--- src/rtl/stim_sequencer_pkg.sv ---
// Shared types and helpers for the stimulation trial sequencer.
// Holds the FSM state encoding and the zero-as-one config normalisation.
package stim_sequencer_pkg;

  typedef enum logic [1:0] {
    ST_IDLE  = 2'd0,
    ST_ALIGN = 2'd1,
    ST_RUN   = 2'd2,
    ST_REST  = 2'd3
  } state_e;

  // Divider and period registers treat a programmed 0 as 1.
  function automatic logic [31:0] zero_as_one(input logic [31:0] v);
    return (v == 32'd0) ? 32'd1 : v;
  endfunction

endpackage

--- src/rtl/stim_sequencer_tick_divider.sv ---
// Enable-gated programmable strobe: ticks on the first enabled clock, then every div_i clocks.
// clr_i restarts the count so the next enabled clock ticks again.
module stim_sequencer_tick_divider #(
  parameter int W = 16
) (
  input  logic         clk,
  input  logic         reset_n,
  input  logic         en_i,
  input  logic         clr_i,
  input  logic [W-1:0] div_i,
  output logic         tick_o
);

  logic [W-1:0] cnt_q, cnt_d;

  always_comb begin
    cnt_d = cnt_q;
    if (!en_i || clr_i) begin
      cnt_d = '0;
    end else if (cnt_q >= div_i - W'(1)) begin
      cnt_d = '0;
    end else begin
      cnt_d = cnt_q + W'(1);
    end
  end

  always_ff @(posedge clk or negedge reset_n) begin
    if (!reset_n) cnt_q <= '0;
    else          cnt_q <= cnt_d;
  end

  assign tick_o = en_i && (cnt_q == '0);

endmodule

--- src/rtl/stim_sequencer.sv ---
// Paces a table-based sample source into ON/REST trials and emits frame markers
// aligned with the source's registered data_valid (one stage after src_enable).
module stim_sequencer
  import stim_sequencer_pkg::*;
#(
  parameter int M       = 16,
  parameter int DIV_W   = 16,
  parameter int CNT_W   = 16,
  parameter int TRIAL_W = 8
) (
  input  logic               clk,
  input  logic               reset_n,
  input  logic               start,
  input  logic               abort,
  input  logic [DIV_W-1:0]   cfg_div,
  input  logic [CNT_W-1:0]   cfg_periods,
  input  logic [CNT_W-1:0]   cfg_rest,
  input  logic [TRIAL_W-1:0] cfg_trials,
  output logic               src_enable,
  output logic               sop,
  output logic               eop,
  output logic               discard,
  output logic [TRIAL_W-1:0] trial_idx,
  output logic               busy,
  output logic               done,
  output state_e             dbg_state
);

  localparam int LOG2M  = $clog2(M);
  localparam int PH_W   = (LOG2M > 0) ? LOG2M : 1;
  localparam int SAMP_W = CNT_W + LOG2M;
  localparam int TW1    = TRIAL_W + 1;
  localparam logic [PH_W-1:0] PH_LAST = PH_W'(M - 1);

  state_e               state_q, state_d;
  logic [PH_W-1:0]      phase_q, phase_d;
  logic                 src_en_q, src_en_d;
  logic                 sop_tag_q, sop_tag_d, eop_tag_q, eop_tag_d, disc_tag_q, disc_tag_d;
  logic                 sop_q, eop_q, disc_q;
  logic                 done_q, done_d;
  logic [TRIAL_W-1:0]   trial_q, trial_d;
  logic [SAMP_W-1:0]    samp_q, samp_d;
  logic [CNT_W-1:0]     rest_cnt_q, rest_cnt_d;
  logic [DIV_W-1:0]     div_q;
  logic [CNT_W-1:0]     periods_q, rest_q;
  logic [TRIAL_W-1:0]   trials_q;
  logic                 start_acc, tick, div_en, div_clr;
  logic [SAMP_W-1:0]    total_m1;

  assign start_acc = (state_q == ST_IDLE) && start && !abort;
  assign total_m1  = SAMP_W'(periods_q) * SAMP_W'(M) - SAMP_W'(1);
  assign phase_d   = !src_en_q ? phase_q : ((phase_q == PH_LAST) ? '0 : phase_q + PH_W'(1));

  // The divider free-runs from RUN into REST so rest ticks keep the sample pacing.
  assign div_en  = (state_q == ST_RUN) || (state_q == ST_REST);
  assign div_clr = (state_d == ST_RUN) && (state_q != ST_RUN);

  stim_sequencer_tick_divider #(.W(DIV_W)) u_tick (
    .clk     (clk),
    .reset_n (reset_n),
    .en_i    (div_en),
    .clr_i   (div_clr),
    .div_i   (div_q),
    .tick_o  (tick)
  );

  always_comb begin
    state_d    = state_q;
    src_en_d   = 1'b0;
    sop_tag_d  = 1'b0;
    eop_tag_d  = 1'b0;
    disc_tag_d = 1'b0;
    done_d     = 1'b0;
    trial_d    = trial_q;
    samp_d     = samp_q;
    rest_cnt_d = rest_cnt_q;
    case (state_q)
      ST_IDLE: begin
        if (start_acc) begin
          trial_d    = '0;
          samp_d     = '0;
          rest_cnt_d = '0;
          if (cfg_trials == '0)    state_d = ST_REST;
          else if (phase_d != '0)  state_d = ST_ALIGN;
          else                     state_d = ST_RUN;
        end
      end
      ST_ALIGN: begin
        // phase_d is the index the enable issued now will consume.
        src_en_d   = 1'b1;
        disc_tag_d = 1'b1;
        if (phase_d == PH_LAST) state_d = ST_RUN;
      end
      ST_RUN: begin
        if (tick) begin
          src_en_d  = 1'b1;
          samp_d    = samp_q + SAMP_W'(1);
          sop_tag_d = (samp_q == '0);
          eop_tag_d = (samp_q == total_m1);
          if (samp_q == total_m1) begin
            state_d    = ST_REST;
            rest_cnt_d = '0;
          end
        end
      end
      ST_REST: begin
        if (trials_q == '0) begin
          state_d = ST_IDLE;
          done_d  = 1'b1;
        end else if ((rest_q == '0) || (tick && (rest_cnt_q == rest_q - CNT_W'(1)))) begin
          if ((TW1'(trial_q) + TW1'(1)) < TW1'(trials_q)) begin
            state_d = ST_RUN;
            trial_d = trial_q + TRIAL_W'(1);
            samp_d  = '0;
          end else begin
            state_d = ST_IDLE;
            done_d  = 1'b1;
          end
        end else if (tick) begin
          rest_cnt_d = rest_cnt_q + CNT_W'(1);
        end
      end
      default: state_d = ST_IDLE;
    endcase
    if (abort) begin
      state_d    = ST_IDLE;
      src_en_d   = 1'b0;
      sop_tag_d  = 1'b0;
      eop_tag_d  = 1'b0;
      disc_tag_d = 1'b0;
      done_d     = 1'b0;
      trial_d    = trial_q;
    end
  end

  always_ff @(posedge clk or negedge reset_n) begin
    if (!reset_n) begin
      state_q    <= ST_IDLE;
      phase_q    <= '0;
      src_en_q   <= 1'b0;
      sop_tag_q  <= 1'b0;
      eop_tag_q  <= 1'b0;
      disc_tag_q <= 1'b0;
      sop_q      <= 1'b0;
      eop_q      <= 1'b0;
      disc_q     <= 1'b0;
      done_q     <= 1'b0;
      trial_q    <= '0;
      samp_q     <= '0;
      rest_cnt_q <= '0;
      div_q      <= DIV_W'(1);
      periods_q  <= CNT_W'(1);
      rest_q     <= '0;
      trials_q   <= '0;
    end else begin
      state_q    <= state_d;
      phase_q    <= phase_d;
      src_en_q   <= src_en_d;
      sop_tag_q  <= sop_tag_d;
      eop_tag_q  <= eop_tag_d;
      disc_tag_q <= disc_tag_d;
      sop_q      <= sop_tag_q;
      eop_q      <= eop_tag_q;
      disc_q     <= disc_tag_q;
      done_q     <= done_d;
      trial_q    <= trial_d;
      samp_q     <= samp_d;
      rest_cnt_q <= rest_cnt_d;
      if (start_acc) begin
        div_q     <= DIV_W'(zero_as_one(32'(cfg_div)));
        periods_q <= CNT_W'(zero_as_one(32'(cfg_periods)));
        rest_q    <= cfg_rest;
        trials_q  <= cfg_trials;
      end
    end
  end

  assign src_enable = src_en_q;
  assign sop        = sop_q;
  assign eop        = eop_q;
  assign discard    = disc_q;
  assign trial_idx  = trial_q;
  assign busy       = (state_q != ST_IDLE);
  assign done       = done_q;
  assign dbg_state  = state_q;

endmodule

--- config.mk ---
export PLATFORM = sky130hd
export DESIGN_NAME = stim_sequencer
export DESIGN_NICKNAME = d
export VERILOG_FILES = /design/src/rtl/stim_sequencer_pkg.sv /design/src/rtl/stim_sequencer_tick_divider.sv /design/src/rtl/stim_sequencer.sv
export SDC_FILE = /design/constraint.sdc
export NUM_CORES = 1
export LEC_CHECK = 0
export ABC_AREA = 1
export CAP_MARGIN = 20
export CORE_ASPECT_RATIO = 1.75
export CORE_MARGIN = 8
export CORE_UTILIZATION = 33
export CTS_BUF_LIST = sky130_fd_sc_hd__clkbuf_2
export DETAILED_ROUTE_END_ITERATION = 7
export HOLD_SLACK_MARGIN = 0.02
export PLACE_DENSITY_LB_ADDON = 0.05
export SLEW_MARGIN = 5
export SYNTH_ARGS = -nofsm -noshare
export SYNTH_HDL_FRONTEND = slang
export SYNTH_SLANG_ARGS = --single-unit
--- constraint.sdc ---
create_clock -name clk -period 6.7 [get_ports clk]
set_input_delay 1.34 -clock clk [delete_from_list [all_inputs] [get_ports clk]]
set_output_delay 1.34 -clock clk [all_outputs]
set_load 0.02 [all_outputs]
==> After elaboration in Yosys (flattened, before gate mapping) <==
Cells that the tools add are included.
W data, S select, Z words.
{ "totals": {"ff_bits": 130, "in_bits": 60, "out_inout_bits": 16} }
{ "op_classes": {"addsub": 9, "magnitude_cmp": 2, "n_eq_ne": 17, "n_mux": 51, "n_bitwise": 1, "n_reduce_logical": 25} }
{ "op_table": {"columns": ["cell", "n"], "rows": [
  ["$mux W16", 10],
  ["$mux W20", 5],
  ["$logic_not A16 Y1", 4],
  ["$pmux W20 S3", 1],
  ["$pmux W16 S3", 1],
  ["$add A16 B1 Y16 const B", 2],
  ["$mux W8", 4],
  ["$sub A16 B1 Y16 const B", 2],
  ["$add A20 B1 Y20 const B", 1],
  ["$eq A20 B20 Y1", 1],
  ["$logic_not A20 Y1", 1],
  ["$mux W2", 10],
  ["$sub A20 B1 Y20 const B", 1],
  ["$eq A16 B16 Y1", 1],
  ["$ge A16 B16 Y1", 1],
  ["$logic_not A8 Y1", 2],
  ["$pmux W8 S2", 1],
  ["$mux W1", 15],
  ["$ne A2 B2 Y1 const B", 6],
  ["$reduce_and A6 Y1", 2],
  ["$add A8 B1 Y9 const B", 1],
  ["$lt A9 B8 Y1", 1],
  ["$add A8 B1 Y8 const B", 1],
  ["$eq A4 B4 Y1 const B", 2],
  ["other kinds (16)", 29]
]} }

==> Depth between registers and ports, before layout <==
{ "depth": {"ltp_word": 13, "ltp_mapped": 22} }

==> By module <==
Synthesis repeated with hierarchy kept, for this count alone.
{ "hier_totals": {"cells_unflattened": 1266, "area_unflattened_um2": 9113.7} }
{ "modules_own_cells": {"columns": ["mod", "n_inst", "cells_per_inst", "area_each_um2", "seq_area_each_um2"], "rows": [
  ["stim_sequencer", 1, 1026, 7475.9, 2855.2],
  ["stim_sequencer_tick_divider", 1, 240, 1637.8, 400.4]
]} }

==> Worst setup path after synthesis <==
Ideal clock, no wire load.
{ "synth_path": {"kind": "register to register", "from": "register div_q[2]", "to": "register u_tick.cnt_q[10]", "setup_ns": 0.069, "t_arrival_ns": 2.834, "required_time_ns": 6.631, "setup_slack_ns": 3.797, "path_stages_with_launch": 16, "path_buffers": 1, "path_cell_list": "dfrtp_1 > nor2_1 > nand2_1 > nor3_1 > nand3_1 > or3_1 > xor2_1 > ha_1 > a21oi_1 > o21ai_0 > nor2_1 > nor2_1 > nor2_1 > clkbuf_1 > nand2_1 > nor2_2"} }
{ "synth_via": {"elab_chain_len": 4} }
{ "synth_rtl": {"columns": ["item", "line_no", "text"], "rows": [
  ["start: declaration", "stim_sequencer.sv:44", "logic [DIV_W-1:0] div_q;"],
  ["start signal: assignment", "stim_sequencer.sv:170", "div_q <= DIV_W'(zero_as_one(32'(cfg_div)));"],
  ["$sub A16 B1 Y16", "stim_sequencer_tick_divider.sv:20", "end else if (cnt_q >= div_i - W'(1)) begin"],
  ["$ge A16 B16 Y1", "stim_sequencer_tick_divider.sv:20", null],
  ["$mux W16", "stim_sequencer_tick_divider.sv:20", null],
  ["$mux W16", "stim_sequencer_tick_divider.sv:18", "if (!en_i || clr_i) begin"],
  ["net u_tick.cnt_d[10]", "stim_sequencer_tick_divider.sv:14", "logic [W-1:0] cnt_q, cnt_d;"],
  ["end signal: assignment", "stim_sequencer_tick_divider.sv:29", "else cnt_q <= cnt_d;"],
  ["end: declaration", "stim_sequencer_tick_divider.sv:14", null]
]} }
The timed path passes the listed nets, and every way through them passes these cells.
A chain may end at the register's enable or synchronous reset.

==> Worst setup path after layout <==
{ "layout_path": {"from": "register state_q[1], in the netlist dbg_state[1]", "to": "register rest_cnt_q[9]"} }
{ "layout_via": {"elab_chain_len": 7, "elab_cells_between_ends": 18, "cone_classes": "8 x eq/ne; 1 x mux; 9 x reduce/logical"} }
{ "layout_rtl": {"columns": ["item", "line_no", "text"], "rows": [
  ["start: declaration", "stim_sequencer.sv:35", "state_e state_q, state_d;"],
  ["start signal: assignment", "stim_sequencer.sv:156", "state_q <= state_d;"],
  ["$eq A2 B2 Y1", "stim_sequencer.sv:55, stim_sequencer.sv:77", null],
  ["$logic_or A1 B1 Y1", "stim_sequencer.sv:55", "assign div_en = (state_q == ST_RUN) || (state_q == ST_REST);"],
  ["$logic_and A1 B1 Y1", "stim_sequencer_tick_divider.sv:32", "assign tick_o = en_i && (cnt_q == '0);"],
  ["$logic_and A1 B1 Y1", "stim_sequencer.sv:110", "end else if ((rest_q == '0) || (tick && (rest_cnt_q == rest_q - CNT_W'(1)))) begin"],
  ["$logic_or A1 B1 Y1", "stim_sequencer.sv:110", null],
  ["$ne A2 B2 Y1 (no line)", null, null],
  ["$reduce_and A7 Y1 (no line)", null, null],
  ["end signal: assignment", "stim_sequencer.sv:168", "rest_cnt_q <= rest_cnt_d;"],
  ["end: declaration", "stim_sequencer.sv:43", "logic [CNT_W-1:0] rest_cnt_q, rest_cnt_d;"]
]} }
Several ways; a longest one is shown, not always the timed one.

==> summary.md <==
| Metric | Value |
|---|---|
| Vias | 7734 |
| Fmax | 253 MHz |
| CORE AREA | 26000 um^2 |
| Clock skew | 0.0397 ns |
| Routability Congestion | 0.840 |
| Worst Hold Endpoint | sop$_DFF_PN0_ |
| Power density cells | 314 nW/um^2 |
| First-pass iteration count of the detailed router | 4 |
| Worst R2R Start | dbg_state[1]$_DFF_PN0_ |
| Clk buf depth | 2 |
| Largest net degree at the start of global routing | 78 |
| Most frequent cells in the layout | 327 x nand2_1, 139 x inv_1, 128 x dfrtp_1 |
| Multi-input combinational cell area | 4740 um^2 |
| GRT Total Usage | 17.0% |
| Post-DP HPWL | 20.5 mm |
| WHS | 0.369 ns |
| Worst Setup End Kind | flop |
| Drc violations | 0 |
| Worst EP required | 7.42 ns |
| Clock sink count | 130 |
| Setup CP Type | reg -> reg |
| # resized after CTS | 0 |
| Post-Syn Area per Cell | 7.32 um^2 |
| Crit path launch type | flop |
| Maximum vdd drop | 0.000140 V |
| Hold Startpoint | sop_tag_q$_DFF_PN0_ |
| Final setup viols | 0 |
| Slew Limit Fails | 0 |
| Number of port buffers | 75 |
| Share of layout cells above drive strength 1 | 6.72% |
| Tightest Pin Transition | 0.967 ns |
| Global route overflow | 0 |
| Prevailing post-synth register cell | dfrtp_1 |
| Clock slew at reported path FFs | 0.20 ns |
| Antenna violations before repair | 1 |
| Vias in the first global route | 8065 |
| Max-cap viol count | 0 |
| RSZ-0062 raised after global routing | false |
| EDFF count, synth | 0 |
| Std cell rows | 78 |
| Sequential share of the synthesized area | 37.5% |
| Crit path time final | 3.95 ns |
| # placed instances | 1552 |
| CTS Buf Count | 17 |
| Die height | 231 um |
| Critical Path Source | dbg_state[1]$_DFF_PN0_ |
| Area Overhead vs Synth | 14.4% |
| P_leak | 4.60 nW |
| Hold-fix buffers, CTS | 0 |
| WL final | 26.2 mm |
| Most common cell after layout, fill and taps aside | nand2_1 |
| Post CTS Setup Buffer Count | 0 |
| Seq cells post-synth | 130 |
| Worst Reg-to-Reg Cells | 15 |
| Fin crit share | 59.0% |
| Reg-to-Reg End | rest_cnt_q[9]$_DFFE_PN0P_ |
| CP max FO | 21 |
| Nets@finish | 1351 |
| Die Width | 139 um |
| Worst slew margin | 35.5% |
| Antenna viol nets, final | 0 |
| Root buffer cell | clkbuf_2 |
| Die area | 32000 um^2 |
| R2r setup slk | 2.75 ns |
| Fill cell count | 2787 |
| Async SR Flop Fraction | 100% |
| CTS tree | built |
| IO Count | 76 |
| Setup TNS | 0 ns |
| Yosys warns | 0 |
| Clk Latency, worst-skew pair | 0.79 ns |
| WL/cell | 16.5 um |
| Cell area after synthesis | 8690 um^2 |
| Fin cells | 1586 |
| Status | finished, final reports clean |
| Initial DRC Count | 304 |
| Initial core utilization | 33.5% |
| Vias/cell | 4.88 |
| First-pass GRT wire length | 42.5 mm |
| H-tree Lvls | 4 |
| Final hold violations | 0 |
| Worst Path Arrival | 4.67 ns |
| Post-synth net total | 1285 |
| Number of distinct library cells after synthesis | 48 |
| Reg area | 3260 um^2 |
| Gate Count Post-Synth | 1186 |
| Hold depth | 0 |
| Post-layout util | 38.3% |
| Worst hold path type | reg -> reg |
[kinds of logic after synthesis]
group                    count (synthesis)  share of synthesized area (%)
flip-flops                             130                           37.5
AND/OR/NAND/NOR                        650                           32.7
XOR/XNOR                                70                           7.06
buffers and inverters                  173                           8.02
AO/OA/AOI/OAI                          123                           8.96
multiplexers                             1                          0.130
adder cells (fa/ha/maj)                 39                           5.62
[where the power goes]
part / leakage [nW] / switching (mW) / internal [mW] / total [mW]
combinational: 2.73 / 0.934 / 0.489 / 1.42
clock: 0.152 / 0.309 / 0.210 / 0.519
sequential: 1.72 / 0.207 / 0.969 / 1.18
total: 4.60 / 1.45 / 1.67 / 3.12
[cells in the mapped netlist, types with 4 or more instances]
library cell	n	area, um^2
nand2_1	327	1230
inv_1	140	526
dfrtp_1	128	3200
nor2_1	124	465
nand3_1	82	410
o21ai_0	61	305
xor2_1	54	473
ha_1	39	488
nand4_1	26	163
nor3_1	26	130
a21oi_1	21	105
nor4_1	21	131
nor2_2	19	119
clkbuf_1	16	60.1
xnor2_1	16	140
o31ai_1	11	82.6
nand2_2	9	56.3
o31ai_2	8	100
buf_2	5	25.0
buf_6	5	56.3
nand3b_1	5	37.5
o21ai_1	4	20.0
[stage by stage]
step                power (mW)  setup slack (ns)  instance area [um^2]
floorplan                 2.23              3.80                  8690
CTS                       3.19              2.64                  9930
global placement          2.63              2.40                  9700
detailed placement        2.65              2.33                  9700
finish                    3.12              2.75                  9940
global route              3.43              2.39                  9940
[how the worst max path moves through the flow]
stage	cells past startpoint	endpoint
5_1_grt	15	rest_cnt_q[9]$_DFFE_PN0P_
2_1_floorplan	15	u_tick.cnt_q[10]$_DFF_PN0_
3_3_place_gp	14	rest_cnt_q[6]$_DFFE_PN0P_
3_5_place_dp	14	rest_cnt_q[6]$_DFFE_PN0P_
4_1_cts	4	busy
6_report	15	rest_cnt_q[9]$_DFFE_PN0P_
[critical path, cell delays in order (launching register included)]
cell and delay (ns):
dfrtp_1 0.56, ha_1 0.86, nor2_1 0.14, nor2_1 0.14, nand3_1 0.28, nor2_1 0.19, nand3_1 0.08, nor2_1 0.12
nand3_2 0.14, nand2_2 0.15, nand2_1 0.06, nand2_1 0.52, inv_1 0.33, nand3_1 0.14, nand2_1 0.05, a21oi_1 0.11
[metal layers]
layer	GRT usage, %	vias to the layer above	share of wire (%)
li1	-	3967	-
met1	16.4	3599	37
met2	33.3	124	57
met3	3.60	44	2.7
met4	8.51	0	3.6
met5	0	-	0
[final cells by class]
type | instances | area share (%)
multi-input cells | 883 | 47.7
flip-flops and latches | 130 | 32.8
repair buffers | 79 | 7.87
inverters | 141 | 5.32
well taps | 320 | 4.03
clock inverters | 10 | 1.21
clock buffers | 22 | 1.11
diodes | 1 | 0.0252
[flip-flops by register name, summed over array words and instances (netlist names), 2 cells and up]
| register | cells |
|---|---|
| dbg_state | 2 |
| div_q | 16 |
| periods_q | 16 |
| phase_q | 4 |
| rest_cnt_q | 16 |
| rest_q | 16 |
| samp_q | 20 |
| trial_idx | 8 |
| trials_q | 8 |
| u_tick.cnt_q | 16 |
No activity file was read; power rests on OpenSTA's default activity.
